## src/rtl/vga_axil_pkg.sv

```systemverilog
// vga_axil_pkg: types and constants shared by the VGA AXI4-Lite register file.
// Contents: bus data/address types, AXI response codes, register byte offsets,
// one-hot register select indices, FSM state types and the CTRL register layout.
package vga_axil_pkg;

    typedef logic [31:0] axil_addr_t;
    typedef logic [31:0] axil_data_t;

    typedef enum logic [1:0] {
        OKAY   = 2'b00,
        EXOKAY = 2'b01,
        SLVERR = 2'b10,
        DECERR = 2'b11
    } axil_resp_e;

    // Byte offsets, decoded on addr[7:0]
    localparam logic [7:0] REG_CTRL      = 8'h00;
    localparam logic [7:0] REG_STATUS    = 8'h04;
    localparam logic [7:0] REG_FRAME_CNT = 8'h08;
    localparam logic [7:0] REG_IRQ_CLR   = 8'h0C;
    localparam logic [7:0] REG_FB_BASE   = 8'h10;
    localparam logic [7:0] REG_ID        = 8'h14;

    // Bit positions in the one-hot register select
    localparam int unsigned REG_NUM       = 6;
    localparam int unsigned SEL_CTRL      = 0;
    localparam int unsigned SEL_STATUS    = 1;
    localparam int unsigned SEL_FRAME_CNT = 2;
    localparam int unsigned SEL_IRQ_CLR   = 3;
    localparam int unsigned SEL_FB_BASE   = 4;
    localparam int unsigned SEL_ID        = 5;

    typedef struct packed {
        logic       irq_en;
        logic [1:0] pattern;
        logic       enable;
    } ctrl_reg_t;

    typedef enum logic [1:0] {W_IDLE, W_DATA, W_RESP} w_state_e;
    typedef enum logic       {R_IDLE, R_DATA}         r_state_e;

endpackage

```

## src/rtl/vga_axil_if.sv

```systemverilog
// vga_axil_if: AXI4-Lite bus bundle between the VGA bus front end and the
// register file.
// Modports: master drives addresses, write data, valids and response readies;
// slave drives address/data readies and the B/R response channels.
interface vga_axil_if #(
    parameter int unsigned ADDR_W = 32,
    parameter int unsigned DATA_W = 32
) ();
    logic [ADDR_W-1:0]   awaddr;
    logic                awvalid;
    logic                awready;
    logic [DATA_W-1:0]   wdata;
    logic [DATA_W/8-1:0] wstrb;
    logic                wvalid;
    logic                wready;
    logic [1:0]          bresp;
    logic                bvalid;
    logic                bready;
    logic [ADDR_W-1:0]   araddr;
    logic                arvalid;
    logic                arready;
    logic [DATA_W-1:0]   rdata;
    logic [1:0]          rresp;
    logic                rvalid;
    logic                rready;

    modport master (
        output awaddr, awvalid, wdata, wstrb, wvalid, bready, araddr, arvalid, rready,
        input  awready, wready, bresp, bvalid, arready, rdata, rresp, rvalid
    );

    modport slave (
        input  awaddr, awvalid, wdata, wstrb, wvalid, bready, araddr, arvalid, rready,
        output awready, wready, bresp, bvalid, arready, rdata, rresp, rvalid
    );
endinterface

```

## src/rtl/vga_axil_regs_decode.sv

```systemverilog
// vga_axil_regs_decode: combinational register offset decode.
// Ports: offset (addr[7:0]) in; sel one-hot register select, is_writable,
// is_readable and err (misaligned or unmapped offset) out. sel is all-zero
// whenever err is set.
module vga_axil_regs_decode
    import vga_axil_pkg::*;
(
    input  logic [7:0]         offset,
    output logic [REG_NUM-1:0] sel,
    output logic               is_writable,
    output logic               is_readable,
    output logic               err
);
    always_comb begin
        sel         = '0;
        is_writable = 1'b0;
        is_readable = 1'b0;
        err         = 1'b0;
        if (offset[1:0] != 2'b00) begin
            err = 1'b1;
        end else begin
            case (offset)
                REG_CTRL: begin
                    sel[SEL_CTRL] = 1'b1;
                    is_readable   = 1'b1;
                    is_writable   = 1'b1;
                end
                REG_STATUS: begin
                    sel[SEL_STATUS] = 1'b1;
                    is_readable     = 1'b1;
                end
                REG_FRAME_CNT: begin
                    sel[SEL_FRAME_CNT] = 1'b1;
                    is_readable        = 1'b1;
                end
                REG_IRQ_CLR: begin
                    // Write-only in effect, but reads are legal and return 0
                    sel[SEL_IRQ_CLR] = 1'b1;
                    is_readable      = 1'b1;
                    is_writable      = 1'b1;
                end
                REG_FB_BASE: begin
                    sel[SEL_FB_BASE] = 1'b1;
                    is_readable      = 1'b1;
                    is_writable      = 1'b1;
                end
                REG_ID: begin
                    sel[SEL_ID] = 1'b1;
                    is_readable = 1'b1;
                end
                default: err = 1'b1;
            endcase
        end
    end
endmodule

```

## src/rtl/vga_axil_regs.sv

```systemverilog
// vga_axil_regs: AXI4-Lite slave register file for the VGA core.
// Ports: clk, rst (sync, active-high); axi (vga_axil_if slave modport);
// frame_start_i (per-frame strobe), in_vblank_i (vblank level);
// enable_o, pattern_sel_o, fb_base_o (static config); irq_o (registered
// frame_irq & irq_en).
// Registers: CTRL 0x00, STATUS 0x04, FRAME_CNT 0x08, IRQ_CLR 0x0C,
// FB_BASE 0x10, ID 0x14. Independent write (IDLE/DATA/RESP) and read
// (IDLE/DATA) FSMs, one outstanding transaction each.
module vga_axil_regs
    import vga_axil_pkg::*;
#(
    parameter int unsigned ADDR_W      = 32,
    parameter int unsigned DATA_W      = 32,
    parameter logic [31:0] ID_VALUE    = 32'h5647_4101,
    parameter logic [31:0] FB_BASE_RST = 32'h0000_0000
) (
    input  logic        clk,
    input  logic        rst,
    vga_axil_if.slave   axi,
    input  logic        frame_start_i,
    input  logic        in_vblank_i,
    output logic        enable_o,
    output logic [1:0]  pattern_sel_o,
    output logic [31:0] fb_base_o,
    output logic        irq_o
);
    w_state_e   w_state;
    r_state_e   r_state;
    logic [7:0] aw_off;

    ctrl_reg_t  ctrl;
    axil_data_t fb_base;
    axil_data_t frame_cnt;
    logic       frame_irq;

    logic [REG_NUM-1:0] w_sel, r_sel;
    logic w_writable, w_err, w_unused_rd;
    logic r_readable, r_err, r_unused_wr;
    logic w_fire, w_ok, irq_clr;
    axil_data_t rd_val;

    // Upper address bits are ignored by design
    logic unused;
    assign unused = ^{axi.awaddr, axi.araddr, ADDR_W[0]};

    vga_axil_regs_decode u_wdec (
        .offset      (aw_off),
        .sel         (w_sel),
        .is_writable (w_writable),
        .is_readable (w_unused_rd),
        .err         (w_err)
    );

    vga_axil_regs_decode u_rdec (
        .offset      (axi.araddr[7:0]),
        .sel         (r_sel),
        .is_writable (r_unused_wr),
        .is_readable (r_readable),
        .err         (r_err)
    );

    always_comb begin
        w_fire  = (w_state == W_DATA) && axi.wvalid && axi.wready;
        w_ok    = !w_err && w_writable && (axi.wstrb == '1);
        irq_clr = w_fire && w_ok && w_sel[SEL_IRQ_CLR] && axi.wdata[0];
    end

    // Write FSM: awready is held high in W_IDLE, which also makes it rise on
    // the first cycle after reset releases.
    always_ff @(posedge clk) begin
        if (rst) begin
            w_state     <= W_IDLE;
            axi.awready <= 1'b0;
            axi.wready  <= 1'b0;
            axi.bvalid  <= 1'b0;
            axi.bresp   <= OKAY;
            aw_off      <= '0;
            ctrl        <= '0;
            fb_base     <= FB_BASE_RST;
        end else begin
            case (w_state)
                W_IDLE: begin
                    if (axi.awvalid && axi.awready) begin
                        aw_off      <= axi.awaddr[7:0];
                        axi.awready <= 1'b0;
                        axi.wready  <= 1'b1;
                        w_state     <= W_DATA;
                    end else begin
                        axi.awready <= 1'b1;
                    end
                end
                W_DATA: begin
                    if (w_fire) begin
                        if (w_ok) begin
                            if (w_sel[SEL_CTRL])    ctrl    <= ctrl_reg_t'(axi.wdata[3:0]);
                            if (w_sel[SEL_FB_BASE]) fb_base <= axi.wdata[31:0];
                        end
                        axi.bresp  <= w_ok ? OKAY : SLVERR;
                        axi.wready <= 1'b0;
                        axi.bvalid <= 1'b1;
                        w_state    <= W_RESP;
                    end
                end
                W_RESP: begin
                    if (axi.bready) begin
                        axi.bvalid  <= 1'b0;
                        axi.awready <= 1'b1;
                        w_state     <= W_IDLE;
                    end
                end
                default: w_state <= W_IDLE;
            endcase
        end
    end

    always_comb begin
        rd_val = '0;
        if (r_sel[SEL_CTRL])      rd_val = 32'(ctrl);
        if (r_sel[SEL_STATUS])    rd_val = {30'b0, frame_irq, in_vblank_i};
        if (r_sel[SEL_FRAME_CNT]) rd_val = frame_cnt;
        if (r_sel[SEL_FB_BASE])   rd_val = fb_base;
        if (r_sel[SEL_ID])        rd_val = ID_VALUE;
    end

    // Read FSM: data captured at AR handshake, so a same-edge write commit is
    // not yet visible and the old value is returned.
    always_ff @(posedge clk) begin
        if (rst) begin
            r_state     <= R_IDLE;
            axi.arready <= 1'b0;
            axi.rvalid  <= 1'b0;
            axi.rdata   <= '0;
            axi.rresp   <= OKAY;
        end else begin
            case (r_state)
                R_IDLE: begin
                    if (axi.arvalid && axi.arready) begin
                        if (!r_err && r_readable) begin
                            axi.rdata <= DATA_W'(rd_val);
                            axi.rresp <= OKAY;
                        end else begin
                            axi.rdata <= '0;
                            axi.rresp <= SLVERR;
                        end
                        axi.arready <= 1'b0;
                        axi.rvalid  <= 1'b1;
                        r_state     <= R_DATA;
                    end else begin
                        axi.arready <= 1'b1;
                    end
                end
                R_DATA: begin
                    if (axi.rready) begin
                        axi.rvalid  <= 1'b0;
                        axi.arready <= 1'b1;
                        r_state     <= R_IDLE;
                    end
                end
                default: r_state <= R_IDLE;
            endcase
        end
    end

    // Frame event tracking; a frame set outranks a simultaneous clear.
    always_ff @(posedge clk) begin
        if (rst) begin
            frame_cnt <= '0;
            frame_irq <= 1'b0;
            irq_o     <= 1'b0;
        end else begin
            if (frame_start_i) frame_cnt <= frame_cnt + 32'd1;
            if (frame_start_i)  frame_irq <= 1'b1;
            else if (irq_clr)   frame_irq <= 1'b0;
            irq_o <= frame_irq & ctrl.irq_en;
        end
    end

    assign enable_o      = ctrl.enable;
    assign pattern_sel_o = ctrl.pattern;
    assign fb_base_o     = fb_base;

endmodule

```

## src/flat_wrapper.sv

```systemverilog
// flat-port wrapper written by rule: the top's interface ports become plain ports
module vga_axil_regs_flat import vga_axil_pkg::*;
#(
    parameter int unsigned ADDR_W      = 32,
    parameter int unsigned DATA_W      = 32,
    parameter logic [31:0] ID_VALUE    = 32'h5647_4101,
    parameter logic [31:0] FB_BASE_RST = 32'h0000_0000
)
  (clk, rst, frame_start_i, in_vblank_i, enable_o, pattern_sel_o, fb_base_o, irq_o, axi_awaddr, axi_awvalid, axi_wdata, axi_wstrb, axi_wvalid, axi_bready, axi_araddr, axi_arvalid, axi_rready, axi_awready, axi_wready, axi_bresp, axi_bvalid, axi_arready, axi_rdata, axi_rresp, axi_rvalid);
  vga_axil_if #(.ADDR_W(ADDR_W), .DATA_W(DATA_W)) axi_i ();
  input  logic clk;
  input  logic rst;
  input  logic frame_start_i;
  input  logic in_vblank_i;
  output logic enable_o;
  output logic [1:0] pattern_sel_o;
  output logic [31:0] fb_base_o;
  output logic irq_o;
  input wire logic [$bits(axi_i.awaddr)-1:0] axi_awaddr;
  input wire logic [$bits(axi_i.awvalid)-1:0] axi_awvalid;
  input wire logic [$bits(axi_i.wdata)-1:0] axi_wdata;
  input wire logic [$bits(axi_i.wstrb)-1:0] axi_wstrb;
  input wire logic [$bits(axi_i.wvalid)-1:0] axi_wvalid;
  input wire logic [$bits(axi_i.bready)-1:0] axi_bready;
  input wire logic [$bits(axi_i.araddr)-1:0] axi_araddr;
  input wire logic [$bits(axi_i.arvalid)-1:0] axi_arvalid;
  input wire logic [$bits(axi_i.rready)-1:0] axi_rready;
  output wire logic [$bits(axi_i.awready)-1:0] axi_awready;
  output wire logic [$bits(axi_i.wready)-1:0] axi_wready;
  output wire logic [$bits(axi_i.bresp)-1:0] axi_bresp;
  output wire logic [$bits(axi_i.bvalid)-1:0] axi_bvalid;
  output wire logic [$bits(axi_i.arready)-1:0] axi_arready;
  output wire logic [$bits(axi_i.rdata)-1:0] axi_rdata;
  output wire logic [$bits(axi_i.rresp)-1:0] axi_rresp;
  output wire logic [$bits(axi_i.rvalid)-1:0] axi_rvalid;
  assign axi_i.awaddr = axi_awaddr;
  assign axi_i.awvalid = axi_awvalid;
  assign axi_i.wdata = axi_wdata;
  assign axi_i.wstrb = axi_wstrb;
  assign axi_i.wvalid = axi_wvalid;
  assign axi_i.bready = axi_bready;
  assign axi_i.araddr = axi_araddr;
  assign axi_i.arvalid = axi_arvalid;
  assign axi_i.rready = axi_rready;
  assign axi_awready = axi_i.awready;
  assign axi_wready = axi_i.wready;
  assign axi_bresp = axi_i.bresp;
  assign axi_bvalid = axi_i.bvalid;
  assign axi_arready = axi_i.arready;
  assign axi_rdata = axi_i.rdata;
  assign axi_rresp = axi_i.rresp;
  assign axi_rvalid = axi_i.rvalid;
  vga_axil_regs #(.ADDR_W(ADDR_W), .DATA_W(DATA_W), .ID_VALUE(ID_VALUE), .FB_BASE_RST(FB_BASE_RST)) u_core (.clk(clk), .rst(rst), .axi(axi_i), .frame_start_i(frame_start_i), .in_vblank_i(in_vblank_i), .enable_o(enable_o), .pattern_sel_o(pattern_sel_o), .fb_base_o(fb_base_o), .irq_o(irq_o));
endmodule
```

## config.mk

```make
export PLATFORM = sky130hd
export DESIGN_NAME = vga_axil_regs_flat
export DESIGN_NICKNAME = d
export VERILOG_FILES = /design/src/rtl/vga_axil_pkg.sv /design/src/rtl/vga_axil_if.sv /design/src/rtl/vga_axil_regs_decode.sv /design/src/rtl/vga_axil_regs.sv /design/src/flat_wrapper.sv
export SDC_FILE = /design/constraint.sdc
export NUM_CORES = 1
export LEC_CHECK = 0
export CAP_MARGIN = 20
export CORE_ASPECT_RATIO = 0.7
export CORE_MARGIN = 1
export CORE_UTILIZATION = 47
export CTS_BUF_LIST = sky130_fd_sc_hd__clkbuf_8
export CTS_CLUSTER_DIAMETER = 120
export DETAILED_ROUTE_END_ITERATION = 7
export HOLD_SLACK_MARGIN = 0.06
export PLACE_DENSITY_LB_ADDON = 0.3
export SYNTH_ARGS = -nofsm -noshare
export SYNTH_HDL_FRONTEND = slang
export SYNTH_SLANG_ARGS = --single-unit
```

## constraint.sdc

```tcl
create_clock -name clk -period 3.38 [get_ports clk]
set_input_delay 1.014 -clock clk [delete_from_list [all_inputs] [get_ports clk]]
set_output_delay 1.014 -clock clk [all_outputs]
set_load 0.03 [all_outputs]
```

==> flow_summary.toml, run 1 <==
[run_status]
run_status = "complete, no violations"

[critical_path]
startpoint = "frame_start_i"
critical_path.cell_chain = "clkdlybuf4s50_1 > nand4_4 > or4_1 > nor4_1 > mux2_2"
start_kind = "primary input"
cpPeakStageDelay_ns = 0.77
cp.arrival_ns = 3.18
reg2reg_from = "u_core.frame_cnt[7]"
critPathCaptureType = "register"
critPathMaxFanout = 13
critPathKind = "primary input to register"
cp.required_ns = 3.71
cp_slowest_cell = "or4_1"

[die]
dieArea_sq_mm = 0.0117
start_util = 0.498
die_y_um = 90.7
ios = 186
coreArea_sq_mm = 0.0106
die_w_um = 129
num_rows = 31

[cts]
htree_levels = 4
cts_made_buffers = 17
cts_buffer_depth = 2
cts_tree = "done"
ctsHoldBuffers = 0
clk_pin_slew_ns = 0.07
post_cts_buffers = 0
insertion_delay_ns = 0.45
clock_sinks = 120
cts-resized-gates = 0
root_buffer = "clkbuf_8"

[yosys]
synth.top_cell.area_share = 0.454
synth_compound_gate_area_share = 0.206
synth-simple-area-share = 0.238
synthMuxAreaShare = 0.0211
syn_area_sq_mm = 0.00529
synth_flop_cell = "dfxtp_1"
avgSynthCellArea_sq_um = 8.41
synth_xor_area_frac = 0.0215
synth_area_leader_cell = "dfxtp_1"
ys_seq_area_frac = 0.454
synth_seq_cells = 120
ys_warn_count = 0
synth_top_family_by_area = "simple AND/OR/NAND/NOR gates"
synth_adder_area_share = 0.00237
synth.area.top_cells = "dfxtp_1 45%, a21oi_1 6.8%, o21ai_0 5.6%, nand4_1 4.9%, clkbuf_1 3.3%"
ys_types = 48
postSynth.asyncResetShare = 0
syn_inst = 629
synth_edf_count = 0

[timing]
tns_ns = 0
slew-limit-headroom = 0.574
setup_viol = 0
tightest_slew_ns = 0.639
min_period_ns = 2.85
period_share = 0.843
fmax_mhz = 351
fin_hold_ws_ns = 0.457
fin_skew_ns = 0.0120
hold_viol_final = 0
finalMaxSlewViolations = 0
grt_setup_unrepaired = "false"

[placed_design]
post-place-cells = 878
gp_congestion = 0.863
dpl.hpwl_mm = 11.0
port_buffers = 135

[pwr]
powerDensity_mw_per_mm2 = 408
peakVddDrop_uv = 272
p_leak_uw = 0.00226

[finish]
final_cells = 909
regArea_sq_mm = 0.00240
antenna_cells = 0
multi_input_area_sq_mm = 0.00260
fillerInstances = 855
layout.nets = 859
syn_to_final_growth_pct = 35.0
drive_gt1_frac = 0.0841

[hold_path]
hold_start = "u_core.axi.rdata[28]"
hold_class = "register to register"

[routing]
dr.pass1.iters = 6
via_per_inst = 5.99
ant_nets = 0
avgRoutedWirePerCell_um = 17.7
totalWireLength_mm = 16.1
vias = 5442
drc = 0
drt_iter0_drc = 492

[global_route]
first_global_vias = 5040
grt_remaining_overflow = 0
grt_pass1_wl_mm = 25.6
grt_max_degree = 41
grt_usage = 0.281
antenna_found_initial = 0

[run]
cap_violations = 0
-- per-layer routing --
| metal | wire length, um | track usage |
|---|---|---|
| met2 | 7330 | 0.445 |
| met1 | 7280 | 0.376 |
| met4 | 209 | 0.0922 |
| met5 | 0 | 0 |
| met3 | 1280 | 0.0652 |
-- final cells by class --
class                      instances  share of cell area
tap                              148              0.0259
clock buffer                      22              0.0424
sequential                       120               0.337
inverter                          12             0.00631
multi-input combinational        439               0.364
timing repair buffer             159               0.214
clock inverter                     9              0.0105
-- sequential cells by signal, summed over array words and instances (netlist names), 2 cells and up --
signal,flops
u_core.axi.rdata,32
u_core.fb_base_o,32
u_core.frame_cnt,32
u_core.aw_off,8
u_core.pattern_sel_o,2
u_core.w_state,2
-- worst max-delay path: cells and delay by family --
family,cells,cell delay (ns)
buffers and inverters,1,0.52
and+or+nand+nor,3,1.26
muxes,1,0.39
-- cell usage after synthesis (4+ instances only) --
cell type / count
buf_4: 5
nand4_1: 41
inv_1: 12
o31ai_1: 17
nor4_1: 5
clkbuf_1: 47
nor2_1: 47
or4_1: 18
and4_1: 5
o21ai_0: 59
dfxtp_1: 120
xnor2_1: 11
nor3_1: 7
a211oi_1: 4
o2bb2ai_1: 10
or3_1: 4
mux2i_1: 10
a21oi_1: 72
nand4b_1: 5
nand3b_1: 6
buf_1: 4
or2_2: 4
nand2_1: 45
a22oi_1: 18
nand3_1: 21
-- per-stage QoR --
stage                     utilization  total power (uW)  setup slack (ns)  area (sq um)
after floorplan                     -              1590             0.661          5290
after global placement          0.636              1700             0.155          6760
after detailed placement        0.636              1710             0.112          6760
after CTS                       0.672              2910             0.572          7140
after global routing            0.672              3000             0.461          7140
final                           0.672              2910             0.530          7140
-- report_power, final --
| part | leakage, uW | internal (uW) | total (uW) | switching, uW |
|---|---|---|---|---|
| clock network | 0.000195 | 665 | 1230 | 566 |
| registers | 0.000969 | 1430 | 1450 | 16.3 |
| logic | 0.00109 | 113 | 234 | 121 |
| total | 0.00226 | 2210 | 2910 | 704 |
-- kinds of logic (layout without fill, tap and decap cells) --
logic type / Yosys count / count (layout)
fa+ha+maj: 1 / 1
flops: 120 / 120
xor+xnor: 13 / 13
mux: 11 / 11
simple gates: 225 / 225
compound gates: 187 / 187
other cells: 1 / 2
buf+inv: 71 / 202
-- final timing paths --
path,endpoint,slack (ns),cells after the start
worst max-delay path,u_core.frame_cnt[31],0.53,5
worst max register to register,u_core.frame_cnt[31],0.89,5
worst min register to register,u_core.axi.rdata[28],0.46,2
worst min-delay path,u_core.axi.rdata[28],0.46,2
-- cells in the final DEF (no fill, tap or decap), types with 6 or more instances in the layout --
cell type	count
mux2i_1	10
nand4_1	41
o21ai_0	59
nor2_1	47
buf_4	24
nand3_1	21
nor3_1	7
or4_1	18
dfxtp_1	120
a22oi_1	18
a21oi_1	72
nand3b_1	6
inv_1	14
o31ai_1	17
xnor2_1	11
nand2_1	45
clkdlybuf4s50_1	134
o2bb2ai_1	10
clkbuf_8	22
(Power assumes the default switching activity.)
==> run 2: changes to the inputs <==
==> constraint.sdc (replaced) <==
create_clock -name clk -period 2.7 [get_ports clk]
set_input_delay 0.81 -clock clk [delete_from_list [all_inputs] [get_ports clk]]
set_output_delay 0.81 -clock clk [all_outputs]
set_load 0.03 [all_outputs]
==> flow_summary.toml, run 2 (synthesis results as in run 1) <==
[routing]
vias = 5463
dr.pass1.iters = 5
via_per_inst = 5.94
drt_iter0_drc = 521
ant_nets = 0
totalWireLength_mm = 16.0
avgRoutedWirePerCell_um = 17.4
drc = 0

[die]
start_util = 0.498
die_w_um = 129
dieArea_sq_mm = 0.0117
num_rows = 31
die_y_um = 90.7
ios = 186
coreArea_sq_mm = 0.0106

[pwr]
powerDensity_mw_per_mm2 = 500
peakVddDrop_uv = 303
total_power_uw = 3620
p_leak_uw = 0.00232

[timing]
grt_setup_unrepaired = "false"
setup_viol = 0
hold_viol_final = 0
period_share = 0.938
fin_skew_ns = 0.00998
fmax_mhz = 395
min_period_ns = 2.53
tightest_slew_ns = 0.504
finalMaxSlewViolations = 0
slew-limit-headroom = 0.664

[global_route]
grt_max_degree = 50
antenna_found_initial = 0
grt_usage = 0.279
first_global_vias = 5072
grt_pass1_wl_mm = 25.5
grt_remaining_overflow = 0

[critical_path]
critical_path.cell_chain = "clkdlybuf4s50_1 > nand4_4 > or4_1 > buf_4 > or4_1 > a21oi_1"
critPathKind = "primary input to register"
start_kind = "primary input"
cpPeakStageDelay_ns = 0.54
cp_common_cell = "or4_1"
cp.required_ns = 3.05
critPathCaptureType = "register"
cp_slowest_cell = "or4_1"
critPathMaxFanout = 15
cp.arrival_ns = 2.88

[cts]
cts_buffer_depth = 2
clock_sinks = 120
post_cts_buffers = 0
root_buffer = "clkbuf_8"
insertion_delay_ns = 0.44
clk_pin_slew_ns = 0.06
htree_levels = 4
cts-resized-gates = 0
ctsHoldBuffers = 0
cts_tree = "done"
cts_made_buffers = 17

[run]
cap_violations = 0

[placed_design]
gp_congestion = 0.851
port_buffers = 135
placed_cell_area_sq_mm = 0.00688
dpl.hpwl_mm = 11.1

[finish]
post-route-cell-area_sq_mm = 0.00725
final_common_cell = "clkdlybuf4s50_1"
layout.nets = 868
drive_gt1_frac = 0.0947
syn_to_final_growth_pct = 37.1
antenna_cells = 0
final_cell_mix = "134 x clkdlybuf4s50_1, 120 x dfxtp_1, 72 x a21oi_1"

[hold_path]
hold_class = "register to register"

[run_status]
run_status = "complete, no violations"
## run 2: cell types whose count changed in the layout (fill, tap and decap cells not counted)
cell and delta:
inv_1 +1, buf_4 +5, clkbuf_8 -1, clkinvlp_4 -1, clkinv_2 +2, buf_12 +4
## run 2: cell type report
type	instances	area [sq um]
sequential	120	2400
clock buffer	21	289
clock inverter	11	81.3
multi-input combinational	439	2600
timing repair buffer	168	1640
inverter	12	45.0
tap	148	185
fill	848	3380
## run 2: power breakdown
part           total, uW  switching, uW  internal, uW
clock               1510            705           806
sequential          1810           21.0          1790
combinational        302            154           148
total               3620            880          2740
## run 2: final timing paths
| path | start | end | slack (ns) | depth (start not counted) |
|---|---|---|---|---|
| min reg2reg | u_core.axi.rdata[20] | u_core.axi.rdata[20] | 0.46 | 2 |
| min | u_core.axi.rdata[20] | u_core.axi.rdata[20] | 0.46 | 2 |
| max | frame_start_i | u_core.frame_cnt[20] | 0.17 | 6 |
| max reg2reg | u_core.frame_cnt[0] | u_core.frame_cnt[20] | 0.32 | 6 |
## run 2: layer usage
layer,wire length [um],GRT usage
met5,0,0
met3,1140,0.0616
met1,7280,0.365
met4,211,0.100
met2,7370,0.450
## run 2: critical path: cells and delay by family
| family | cells | cell delay [ns] |
|---|---|---|
| compound gates | 1 | 0.19 |
| simple gates | 3 | 1.15 |
| buf+inv | 2 | 0.72 |
## run 2: metrics by stage
| stage | hold slack [ns] | worst slack [ns] | cells | utilization | setup TNS (ns) |
|---|---|---|---|---|---|
| floorplan | 0.423 | 0.185 | 630 | - | 0 |
| global placement | 0.447 | -0.165 | 887 | 0.647 | -1.55 |
| detailed placement | 0.451 | -0.199 | 887 | 0.647 | -1.99 |
| CTS | 0.462 | 0.196 | 919 | 0.682 | 0 |
| global route | 0.485 | 0.121 | 919 | 0.682 | 0 |
| finish | 0.460 | 0.168 | 919 | 0.682 | 0 |
